## src/rtl/scan_ctl_n_pkg.sv

```systemverilog
// Shared constants and helpers for the multiplexed 7-segment display scanners.
package scan_ctl_n_pkg;

   localparam int BIT_WIDTH4       = 4;
   localparam int DEFAULT_SCAN_DIV = 50000;
   localparam int MAX_DIGITS       = 8;

   typedef enum logic [1:0] {
      ADV_HOLD,
      ADV_STEP,
      ADV_WRAP
   } adv_t;

   // All-digits-off select pattern; callers slice the low num_digits bits.
   function automatic logic [MAX_DIGITS-1:0] ctl_off(input int num_digits);
      ctl_off = '0;
      for (int i = 0; i < MAX_DIGITS; i++) begin
         if (i < num_digits) ctl_off[i] = 1'b1;
      end
   endfunction

endpackage

```

## src/rtl/scan_prescaler.sv

```systemverilog
// Divide-by-SCAN_DIV tick generator; tick is high on the last count of each period.
module scan_prescaler
   import scan_ctl_n_pkg::*;
#(
   parameter int SCAN_DIV = DEFAULT_SCAN_DIV
) (
   input  logic clk,
   input  logic rst_n,
   output logic tick
);

   localparam int CW = $clog2(SCAN_DIV);

   logic [CW-1:0] count;

   assign tick = (count == CW'(SCAN_DIV - 1));

   always_ff @(posedge clk) begin
      if (!rst_n) begin
         count <= '0;
      end else if (tick) begin
         count <= '0;
      end else begin
         count <= count + 1'b1;
      end
   end

endmodule

```

## src/rtl/scan_ctl_n.sv

```systemverilog
// N-digit time-multiplexed display scanner with enable mask, leading-zero
// blanking and per-frame snapshots of the display value.
module scan_ctl_n
   import scan_ctl_n_pkg::*;
#(
   parameter int NUM_DIGITS  = 4,
   parameter int DIGIT_WIDTH = BIT_WIDTH4,
   parameter int SCAN_DIV    = DEFAULT_SCAN_DIV
) (
   input  logic                              clk,
   input  logic                              rst_n,
   input  logic [NUM_DIGITS*DIGIT_WIDTH-1:0] display,
   input  logic [NUM_DIGITS-1:0]             digit_en,
   input  logic                              lz_en,
   output logic [NUM_DIGITS-1:0]             ctl,
   output logic [DIGIT_WIDTH-1:0]            out,
   output logic                              frame_done
);

   localparam int IDX_W = (NUM_DIGITS > 1) ? $clog2(NUM_DIGITS) : 1;
   localparam logic [MAX_DIGITS-1:0] OFF_ALL = ctl_off(NUM_DIGITS);
   localparam logic [NUM_DIGITS-1:0] CTL_OFF = OFF_ALL[NUM_DIGITS-1:0];

   logic                              tick;
   logic [IDX_W-1:0]                  idx;
   logic [IDX_W-1:0]                  next_idx;
   logic [IDX_W-1:0]                  cand;
   logic                              found;
   adv_t                              adv;
   logic [NUM_DIGITS*DIGIT_WIDTH-1:0] shadow;
   logic [NUM_DIGITS*DIGIT_WIDTH-1:0] frame_data;
   logic                              upper_zero;
   logic [NUM_DIGITS-1:0]             ctl_next;
   logic [DIGIT_WIDTH-1:0]            out_next;

   scan_prescaler #(
      .SCAN_DIV(SCAN_DIV)
   ) u_prescaler (
      .clk  (clk),
      .rst_n(rst_n),
      .tick (tick)
   );

   // Walk upward from idx+1 (wrapping) to the first enabled digit; landing at
   // or below the starting index means the frame has wrapped.
   always_comb begin
      next_idx = idx;
      cand     = idx;
      found    = 1'b0;
      adv      = ADV_HOLD;
      for (int k = 0; k < NUM_DIGITS; k++) begin
         cand = (cand == IDX_W'(NUM_DIGITS - 1)) ? '0 : cand + 1'b1;
         if (!found && digit_en[cand]) begin
            found    = 1'b1;
            next_idx = cand;
         end
      end
      if (found) adv = (next_idx <= idx) ? ADV_WRAP : ADV_STEP;
   end

   // A wrapping update already shows the freshly captured value.
   always_comb begin
      frame_data = (adv == ADV_WRAP) ? display : shadow;
      upper_zero = 1'b1;
      for (int i = 0; i < NUM_DIGITS; i++) begin
         if (i >= int'(next_idx) && frame_data[i*DIGIT_WIDTH +: DIGIT_WIDTH] != '0)
            upper_zero = 1'b0;
      end
      ctl_next = CTL_OFF;
      out_next = '0;
      if (adv != ADV_HOLD && digit_en[next_idx] &&
          !(lz_en && next_idx != '0 && upper_zero)) begin
         ctl_next = ~(NUM_DIGITS'(1) << next_idx);
         out_next = frame_data[next_idx*DIGIT_WIDTH +: DIGIT_WIDTH];
      end
   end

   always_ff @(posedge clk) begin
      if (!rst_n) begin
         idx        <= '0;
         shadow     <= '0;
         ctl        <= CTL_OFF;
         out        <= '0;
         frame_done <= 1'b0;
      end else begin
         frame_done <= 1'b0;
         if (tick) begin
            idx <= next_idx;
            ctl <= ctl_next;
            out <= out_next;
            if (adv == ADV_WRAP) begin
               shadow     <= display;
               frame_done <= 1'b1;
            end
         end
      end
   end

endmodule

```

## config.mk

```make
export PLATFORM = sky130hd
export DESIGN_NAME = scan_ctl_n
export DESIGN_NICKNAME = d
export VERILOG_FILES = /design/src/rtl/scan_ctl_n_pkg.sv /design/src/rtl/scan_prescaler.sv /design/src/rtl/scan_ctl_n.sv
export SDC_FILE = /design/constraint.sdc
export NUM_CORES = 1
export LEC_CHECK = 0
export CAP_MARGIN = 20
export CORE_UTILIZATION = 50
export DETAILED_ROUTE_END_ITERATION = 12
export PLACE_DENSITY_LB_ADDON = 0.15
export SETUP_SLACK_MARGIN = 0.02
export SLEW_MARGIN = 25
export SYNTH_ARGS = -nofsm -noshare
export SYNTH_HDL_FRONTEND = slang
export SYNTH_SLANG_ARGS = --single-unit
```

## constraint.sdc

```tcl
create_clock -name clk -period 3.8 [get_ports clk]
set_input_delay 0.57 -clock clk [delete_from_list [all_inputs] [get_ports clk]]
set_output_delay 0.57 -clock clk [all_outputs]
set_load 0.01 [all_outputs]
```

# Word-level counts from Yosys, hierarchy flattened
# Cells that the tools add are included.
[totals]
register_bits = 43
[classes]
bitwise_logic = 2
shift = 2
n_reduce_logical = 22
magnitude_cmp = 9
n_eq_ne = 6
addsub = 5
muxes = 32
[ops]
columns = ["operator", "count"]
rows = [
  ["2-bit two-way mux", 10],
  ["16-bit by 1-bit adder with 16-bit output (second input constant)", 1],
  ["16-bit equality test (second input constant)", 1],
  ["16-bit two-way mux", 1],
  ["4-bit nonzero test", 4],
  ["16-bit by 5-bit variable part select with 4-bit output", 1],
  ["2-bit by 3-bit < comparator with 1-bit output (second input constant)", 5],
  ["1-bit two-way mux", 14],
  ["1-bit binary-select mux with 2-bit select", 5],
  ["2-bit equality test (second input constant)", 5],
  ["1-bit logical AND", 10],
  ["2-bit by 1-bit adder with 2-bit output (second input constant)", 4],
  ["4-bit two-way mux", 2],
  ["1-bit by 2-bit >= comparator with 1-bit output (first input constant)", 2],
  ["1-bit zero test", 4],
  ["4-bit inverter", 1],
  ["2-bit nonzero test", 2],
  ["1-bit by 2-bit left shift with 4-bit output (first input constant)", 1],
  ["2-bit >= comparator (first input constant)", 1],
  ["2-bit less-or-equal comparator", 1],
  ["2-bit AND reduction", 1],
  ["2-bit OR reduction", 1],
  ["1-bit inverter", 1],
]

# Longest topological paths before layout
# Gate-level depths: netlist of the first run.
[logic_depth]
depth_word = 29
mapped_depth = 18
ltp_nobuf = 16

# Cells and area by module
# A second synthesis of the first run with hierarchy kept.
[hier_totals]
hier_cells = 317
area_unflattened_um2 = 2762.6
[by_module_without_submodules]
columns = ["module", "area_each_um2", "cells_each", "instances", "seq_area_each_um2"]
rows = [
  ["scan_ctl_n", 1973.1, 238, 1, 540.5],
  ["scan_prescaler", 789.5, 79, 1, 320.3],
]

# Worst setup path after synthesis of the first run
# OpenSTA, ideal clock, no wires.
[synth_path]
kind = "input port to flip-flop"
start = "input port digit_en[3]"
end = "register out[0]"
t_arrival_ns = 3.329
n_path_buf = 2
slack_ns = 0.354
cell_stages = 17
setup_time_ns = 0.117
cell_sequence = "buf_4 > or4b_1 > nor3_2 > a21oi_2 > nand2_2 > o32a_4 > inv_1 > ha_1 > inv_1 > o31ai_1 > nand3b_1 > nand3_2 > buf_2 > mux2i_1 > mux2i_1 > mux2_2 > a22o_1"
[synth_between]
elab_chain_len = 27
elab_cells_between_ends = 52
[synth_rtl]
columns = ["element", "line_no", "rtl"]
rows = [
  ["from (decl)", "scan_ctl_n.sv:13", "input logic [NUM_DIGITS-1:0] digit_en,"],
  ["1-bit binary-select mux with 2-bit select", "scan_ctl_n.sv:53", "if (!found && digit_en[cand]) begin"],
  ["1-bit two-way mux (implied by the code)", "scan_ctl_n.sv:53", ""],
  ["1-bit two-way mux", "scan_ctl_n.sv:53", ""],
  ["1-bit zero test", "scan_ctl_n.sv:53", ""],
  ["1-bit logical AND", "scan_ctl_n.sv:53", ""],
  ["1-bit two-way mux", "scan_ctl_n.sv:53", ""],
  ["1-bit zero test", "scan_ctl_n.sv:53", ""],
  ["1-bit logical AND", "scan_ctl_n.sv:53", ""],
  ["(+4 left out)", "n/a", ""],
  ["net next_idx[1]", "scan_ctl_n.sv:26", "logic [IDX_W-1:0] next_idx;"],
  ["(+4 left out)", "n/a", ""],
  ["16-bit two-way mux", "n/a", ""],
  ["4-bit nonzero test", "scan_ctl_n.sv:66", "if (i >= int'(next_idx) && frame_data[i*DIGIT_WIDTH +: DIGIT_WIDTH] != '0)"],
  ["1-bit logical AND", "scan_ctl_n.sv:66", ""],
  ["1-bit two-way mux (4 in a row)", "scan_ctl_n.sv:66", ""],
  ["1-bit logical AND", "scan_ctl_n.sv:72", "!(lz_en && next_idx != '0 && upper_zero)) begin"],
  ["1-bit zero test", "scan_ctl_n.sv:72", ""],
  ["1-bit logical AND", "scan_ctl_n.sv:71", "if (adv != ADV_HOLD && digit_en[next_idx] &&"],
  ["4-bit two-way mux *", "scan_ctl_n.sv:71", ""],
  ["to (signal assigned)", "scan_ctl_n.sv:90", "out <= out_next;"],
  ["to (decl)", "scan_ctl_n.sv:16", "output logic [DIGIT_WIDTH-1:0] out,"],
]
# Mark *: on every way through the listed nets, which the timed path passes. The rest lies on a longest branch. The select of a mux whose other input is x is not followed.
# A chain may end at the register's enable or synchronous reset.

# Worst setup path after layout of the first run
[layout_path]
start = "input port digit_en[0]"
end = "register out[0]"
# Same word-level chain as after synthesis.

==> results of run 1 <==
-- worst max-delay path, cell delays in order --
cell and delay [ns]:
clkdlybuf4s50_1 0.46, or4b_1 0.53, nor3_2 0.14, a21oi_2 0.05
nand2_2 0.07, o32a_4 0.15, inv_1 0.05, ha_1 0.29
inv_1 0.06, a21oi_1 0.24, nand3_4 0.15, buf_4 0.16
mux2i_1 0.11, o311a_1 0.32, a31o_2 0.26, a22o_1 0.19
-- metrics by stage --
| step | instance area [um2] | util [%] | hold WS, ns |
|---|---|---|---|
| floorplan | 2420 | - | 0.418 |
| global placement | 2880 | 64.0 | 0.434 |
| detailed placement | 2880 | 64.0 | 0.452 |
| CTS | 2980 | 66.1 | 0.465 |
| global route | 3050 | 67.6 | 0.494 |
| finish | 3050 | 67.6 | 0.468 |
-- area by class of cell --
class                      instances  share of cell area (%)
clock buffer                       5                    2.26
tap                               52                    2.14
inverter                           7                   0.862
timing repair buffer              54                    17.1
multi-input combinational        201                    48.6
clock inverter                     3                   0.780
sequential                        43                    28.3
-- layout by cell type, fill, tap and decap left out, types with 5 or more instances in the layout --
cell type / synthesis / layout
dfxtp_1: 43 / 43
mux2i_1: 30 / 29
clkdlybuf4s50_1: 0 / 29
nor2_1: 29 / 27
buf_4: 4 / 20
a22o_1: 18 / 18
nand2_1: 12 / 12
a21oi_1: 11 / 11
nand3_1: 8 / 8
nand2b_1: 7 / 7
nor4_1: 8 / 7
inv_1: 6 / 6
o21ai_0: 6 / 6
xor2_1: 6 / 6
clkbuf_8: 0 / 5
-- synthesized netlist by cell type, types with 7 or more instances --
library cell  instances
nor4_1                8
a22o_1               18
nand3_1               8
buf_2                 8
nand2b_1              7
nand2_1              12
nor2_1               29
mux2i_1              30
a21oi_1              11
dfxtp_1              43
-- flip-flops by register name (all words and copies together) (netlist names) --
signal	count
out	4
u_prescaler.count	16
idx	2
frame_done	1
shadow	16
ctl	4
-- worst max path at each step --
stage / endpoint / depth (start not counted)
2_1_floorplan: out[0]$_SDFFE_PN0N_ / 17
3_3_place_gp: shadow[1]$_SDFFE_PN0N_ / 17
3_5_place_dp: shadow[4]$_SDFFE_PN0N_ / 16
4_1_cts: shadow[8]$_SDFFE_PN0N_ / 17
5_1_grt: out[2]$_SDFFE_PN0N_ / 18
6_report: out[0]$_SDFFE_PN0N_ / 16
-- logic make-up after synthesis --
family,count (synthesis)
AOI/OAI and AO/OA,59
xor gates and xnor gates,10
adders and majority gates,3
buffers and inverters,21
DFF,43
muxes,35
and+or+nand+nor,94
-- layer usage --
metal / vias to the layer above / wire [um] / track usage, % / part of all wire, %
li1: 1074 / - / - / -
met5: - / 0 / 0 / 0
met1: 1029 / 2570 / 30.4 / 47
met3: 9 / 270 / 3.38 / 4.9
met2: 67 / 2560 / 34.9 / 47
met4: 0 / 61 / 6.32 / 1.1
-- report_power, final --
part | switching (W) | total, W | internal [W]
sequential | 0.00000197 | 0.000455 | 0.000453
combinational | 0.0000797 | 0.000174 | 0.0000938
clock | 0.000169 | 0.000301 | 0.000131
total | 0.000251 | 0.000929 | 0.000678
-- repair_timing --
action                     in CTS  in global routing
setup buffers                   0                  0
resized for setup               0                 11
setup endpoints to repair       0                 17
hold endpoints to repair        0                  0
hold buffers                    0                  0
==> summary.txt, run 1 <==
Critical Path RT: 3.99 ns
Clock skew: 0.00657 ns
Max FO, Critical Path: 5
Fill cell count: 372
Mapped Avg Cell Area: 9.12 um2
Min-delay src: u_prescaler.count[0]$_SDFF_PP0_
XOR/XNOR Fraction of Synth Area: 3.63%
Reg2reg start: idx[1]$_SDFFE_PN0N_
Yosys cell types: 52
Hold path cells: 1
Die footprint: 5110 um2
Synth Area in Compound Gates: 18.2%
Cells taking the most area after synthesis: dfxtp_1, mux2i_1, a22o_1
Tcrit/Tclk final: 95.2%
Measured slew at the worst slew-check pin: 0.575 ns
Register-to-Register Path Depth: 16
Post-synthesis sequential area ratio: 35.6%
Routed WL: 5470 um
Share of the synthesized area in the top cell type: 35.6%
Status: complete, no violations
Post-synthesis simple-gate area fraction: 21.2%
Multi-input gate area: 1480 um2
Initial antenna violation count: 0
Nets: 338
1st-pass router iterations: 5
Max-Slew Margin vs Limit: 61.6%
Cells after Synth: 265
Post-detail-place hpwl: 3830 um
Setup WS post-layout: 0.181 ns
Maximum vdd ir drop: 0.000203 V
Die width: 71.5 um
Largest net degree at the start of global routing: 21
P_leak: 1.20 nW
Worst setup startpoint: digit_en[0]
Num rows: 24
Max-Cap Viols: 0
Tot Pwr: 0.000929 W
DP Cell Count: 356
Clock Tree Buf Depth: 2
All-Layer GR Usage: 21.7%
Vias per std cell: 5.97
Hold EP: u_prescaler.count[0]$_SDFF_PP0_
Initial Util: 53.6%
CTS tree: yes
Final Non-Filler Cells: 365
Setup tns final: 0 ns
Arr. time, crit path: 3.81 ns
Clk Latency, worst-skew pair: 0.30 ns
Clk sinks: 43
Worst reg2reg path endpoint: out[0]$_SDFFE_PN0N_
R2r setup slk: 0.24 ns
Post-synth ARST share: 0%
Vias in the first global route: 1,989
DP Worst Slack: -0.197 ns
RSZ-0062 raised after global routing: no
Slew Limit Fails: 0
Syn-to-layout area delta: 26.1%
Root Driver: clkbuf_8
Number of port buffers: 31
Synth area leader: dfxtp_1
Vias: 2,179
Portion of netlist area occupied by mux cells: 15.2%
N_diodes: 0
Global-route wire length before repair: 8920 um
Syn Nets: 291
Placer Congestion: 0.898
PwrDens: 305 nW/um2
CP endpoint kind: flip-flop
First DRT Iteration DRCs: 179
Yosys reg bits: 43
Share of cells above drive strength 1: 17.6%
Post-synth top flop: dfxtp_1
Average wire per standard cell: 15.0 um
Clock transition at path regs: 0.09 ns
Die Height: 71.5 um
Type of the worst min-delay path: reg -> reg
Synth Warn #: 0
DRC: 0
# IOs: 32
Netlist Area Pre-Place: 2420 um2
H-tree depth: 2
Crit path launch type: input pin
Total gr overflow: 0
Final antenna-violating net count: 0
Combinational family with the most area after synthesis: simple AND/OR/NAND/NOR gates
Adder-cell share of the synthesized area: 1.55%
CORE AREA: 4500 um2
Final Hold Viols: 0
Final setup vio count: 0
Register Area: 861 um2
Minimum clock period: 3.62 ns
Post-synth EDFFs: 0
Maximum clock rate: 0.276 GHz
Number of buffers created by CTS: 5
Crit path kind: in -> reg
No activity file was read; power rests on OpenSTA's default activity.
==> run 2, diff against run 1 <==
- CAP_MARGIN: 20 -> 10
- TNS_END_PERCENT: unset -> 1
==> run 2 against run 1 <==
  * Combinational power fell by 6%
  * Die area did not move
  * Cell count fell by 0.27%
  * Critical path depth did not move
  * Core utilization fell by 1.0 points
  * Sequential power barely moved
  * Flip-flop and latch count did not move
  * Fmax barely moved
  * Largest power group unchanged
==> summary.txt, run 2 (synthesized netlist as in run 1, its figures left out) <==
Status: complete, no violations
Initial Util: 53.6%
Setup WS post-layout: 0.184 ns
DRC: 0
CP endpoint kind: flip-flop
Average wire per standard cell: 14.5 um
Most frequent cells in the layout: dfxtp_1, clkdlybuf4s50_1, mux2i_1
Type of the worst min-delay path: reg -> reg
Share of cells above drive strength 1: 16.7%
Total gr overflow: 0
Biggest cell delay along the critical path: 0.44 ns
Tot Pwr: 0.000918 W
1st-pass router iterations: 4
Placer Congestion: 0.898
First DRT Iteration DRCs: 143
Routed wl met3: 161 um
Maximum vdd ir drop: 0.000204 V
Number of port buffers: 31
Routed WL: 5290 um
Finished Core Util: 66.6%
Int Pwr: 0.000672 W
Vias: 2,130
CORE AREA: 4500 um2
CTS tree: yes
Die footprint: 5110 um2
RSZ-0062 raised after global routing: no
P_leak: 1.18 nW
PwrDens: 306 nW/um2
Vias per std cell: 5.85
Gate power share: 17.7%
Critical Path RT: 3.99 ns
Crit path launch type: flip-flop
Clock network fraction of design power: 32.8%
All-Layer GR Usage: 21.7%
R2r setup slk: 0.18 ns
Max FO, Critical Path: 10
Vias in the first global route: 1,989
Measured slew at the worst slew-check pin: 0.577 ns
Worst-path cell chain: ha_1 -> nor2_4 -> o32ai_1 -> a21oi_1 -> o32a_4 -> inv_1 -> ha_1 -> inv_1 -> o31ai_2 -> nand3b_1 -> nand3_2 -> buf_4 -> mux2i_1 -> o311a_1 -> a31o_2 -> a22o_1
Top Registers: shadow (16), u_prescaler.count (16)
Slew Limit Fails: 0
Clock transition at path regs: 0.09 ns
Top cell family by delay on the critical path: compound AO/OA/AOI/OAI gates
Slowest CP cell: ha_1
Die width: 71.5 um
Max-Slew Margin vs Limit: 61.5%
Register Area: 861 um2
Arr. time, crit path: 3.80 ns
Minimum clock period: 3.62 ns
Most common cell after layout, fill and taps aside: dfxtp_1
H-tree depth: 2
Root Driver: clkbuf_8
Worst path bufs/invs: 3
Max-Cap Viols: 0
Sw power: 0.000247 W
Initial antenna violation count: 0
# IOs: 32
Met2 WL post-DR: 2420 um
Syn-to-layout area delta: 24.2%
Fill cell count: 370
Number of buffers created by CTS: 5
DP Worst Slack: -0.197 ns
Clk sinks: 43
Tcrit/Tclk final: 95.2%
Top sig layer: met4
Num rows: 24
Largest net degree at the start of global routing: 21
Switching share of power: 26.9%
Clock Tree Buf Depth: 2
Hold-fix buffers, CTS: 0
Maximum clock rate: 0.277 GHz
N_diodes: 0
Final antenna-violating net count: 0
Global-route wire length before repair: 8920 um
Clock skew: 0.00732 ns
Post-detail-place hpwl: 3830 um
Final setup vio count: 0
Met1 Wirelength: 2670 um
Crit path kind: reg -> reg
Post-CTS Repair Setup Buffers: 0
Share of power burned in registers: 49.5%
Multi-input gate area: 1460 um2
Clk Latency, worst-skew pair: 0.30 ns
Final Hold Viols: 0
Nets: 337
Die Height: 71.5 um
[run 2: power by group through the flow]
stage | registers [W] | logic, W | clock network, W
2_1_floorplan | 0.000465 | 0.0000960 | 0
3_3_place_gp | 0.000465 | 0.000157 | 0
3_5_place_dp | 0.000465 | 0.000159 | 0
4_1_cts | 0.000455 | 0.000160 | 0.000307
5_1_grt | 0.000455 | 0.000175 | 0.000324
6_report | 0.000455 | 0.000163 | 0.000301
[run 2: metrics by stage]
stage	instance area, um2	setup TNS (ns)	instances	hold WS (ns)
detailed placement	2880	-2.79	356	0.452
CTS	2980	0	364	0.465
global route	3000	0	364	0.494
floorplan	2420	0	265	0.418
finish	3000	0	364	0.466
global placement	2880	-2.67	356	0.434
[run 2: worst paths after layout]
| check | from | endpoint | depth (start not counted) |
|---|---|---|---|
| setup reg to reg | idx[1]$_SDFFE_PN0N_ | out[0]$_SDFFE_PN0N_ | 16 |
| hold reg to reg | u_prescaler.count[0]$_SDFF_PP0_ | u_prescaler.count[0]$_SDFF_PP0_ | 1 |
| setup / recovery | idx[1]$_SDFFE_PN0N_ | out[0]$_SDFFE_PN0N_ | 16 |
| hold / removal | u_prescaler.count[0]$_SDFF_PP0_ | u_prescaler.count[0]$_SDFF_PP0_ | 1 |
[run 2: repair_timing]
action,4_1_cts,5_1_grt
resized for setup,0,6
setup endpoints to repair,0,17
hold endpoints to repair,0,0
[run 2: area by class of cell]
cell class / instances / share of cell area [%]
inverters: 7 / 0.876
repair buffers: 53 / 16.4
clock buffers: 5 / 2.29
multi-input cells: 201 / 48.8
clock inverters: 3 / 0.792
flip-flops and latches: 43 / 28.7
well taps: 52 / 2.17
[run 2: worst register-to-register path: cells and delay by family (launching register included)]
kind                     cells  cell delay, ns
buffers and inverters        3            0.33
AO/OA/AOI/OAI                7            1.64
AND/OR/NAND/NOR              3            0.34
adder cells (fa/ha/maj)      2            0.68
flip-flops                   1            0.40
multiplexers                 1            0.11
[run 2: layer usage]
layer | global-route usage [%] | up-vias
li1 | - | 1074
met1 | 30.4 | 1012
met2 | 34.9 | 39
met3 | 3.38 | 5
met4 | 6.32 | 0
met5 | 0 | -
==> run 3, diff against run 2 <==
- CTS_CLUSTER_SIZE: unset -> 28
==> results of run 3 <==
The final DEF is identical to that of run 2; final timing and power are the same.
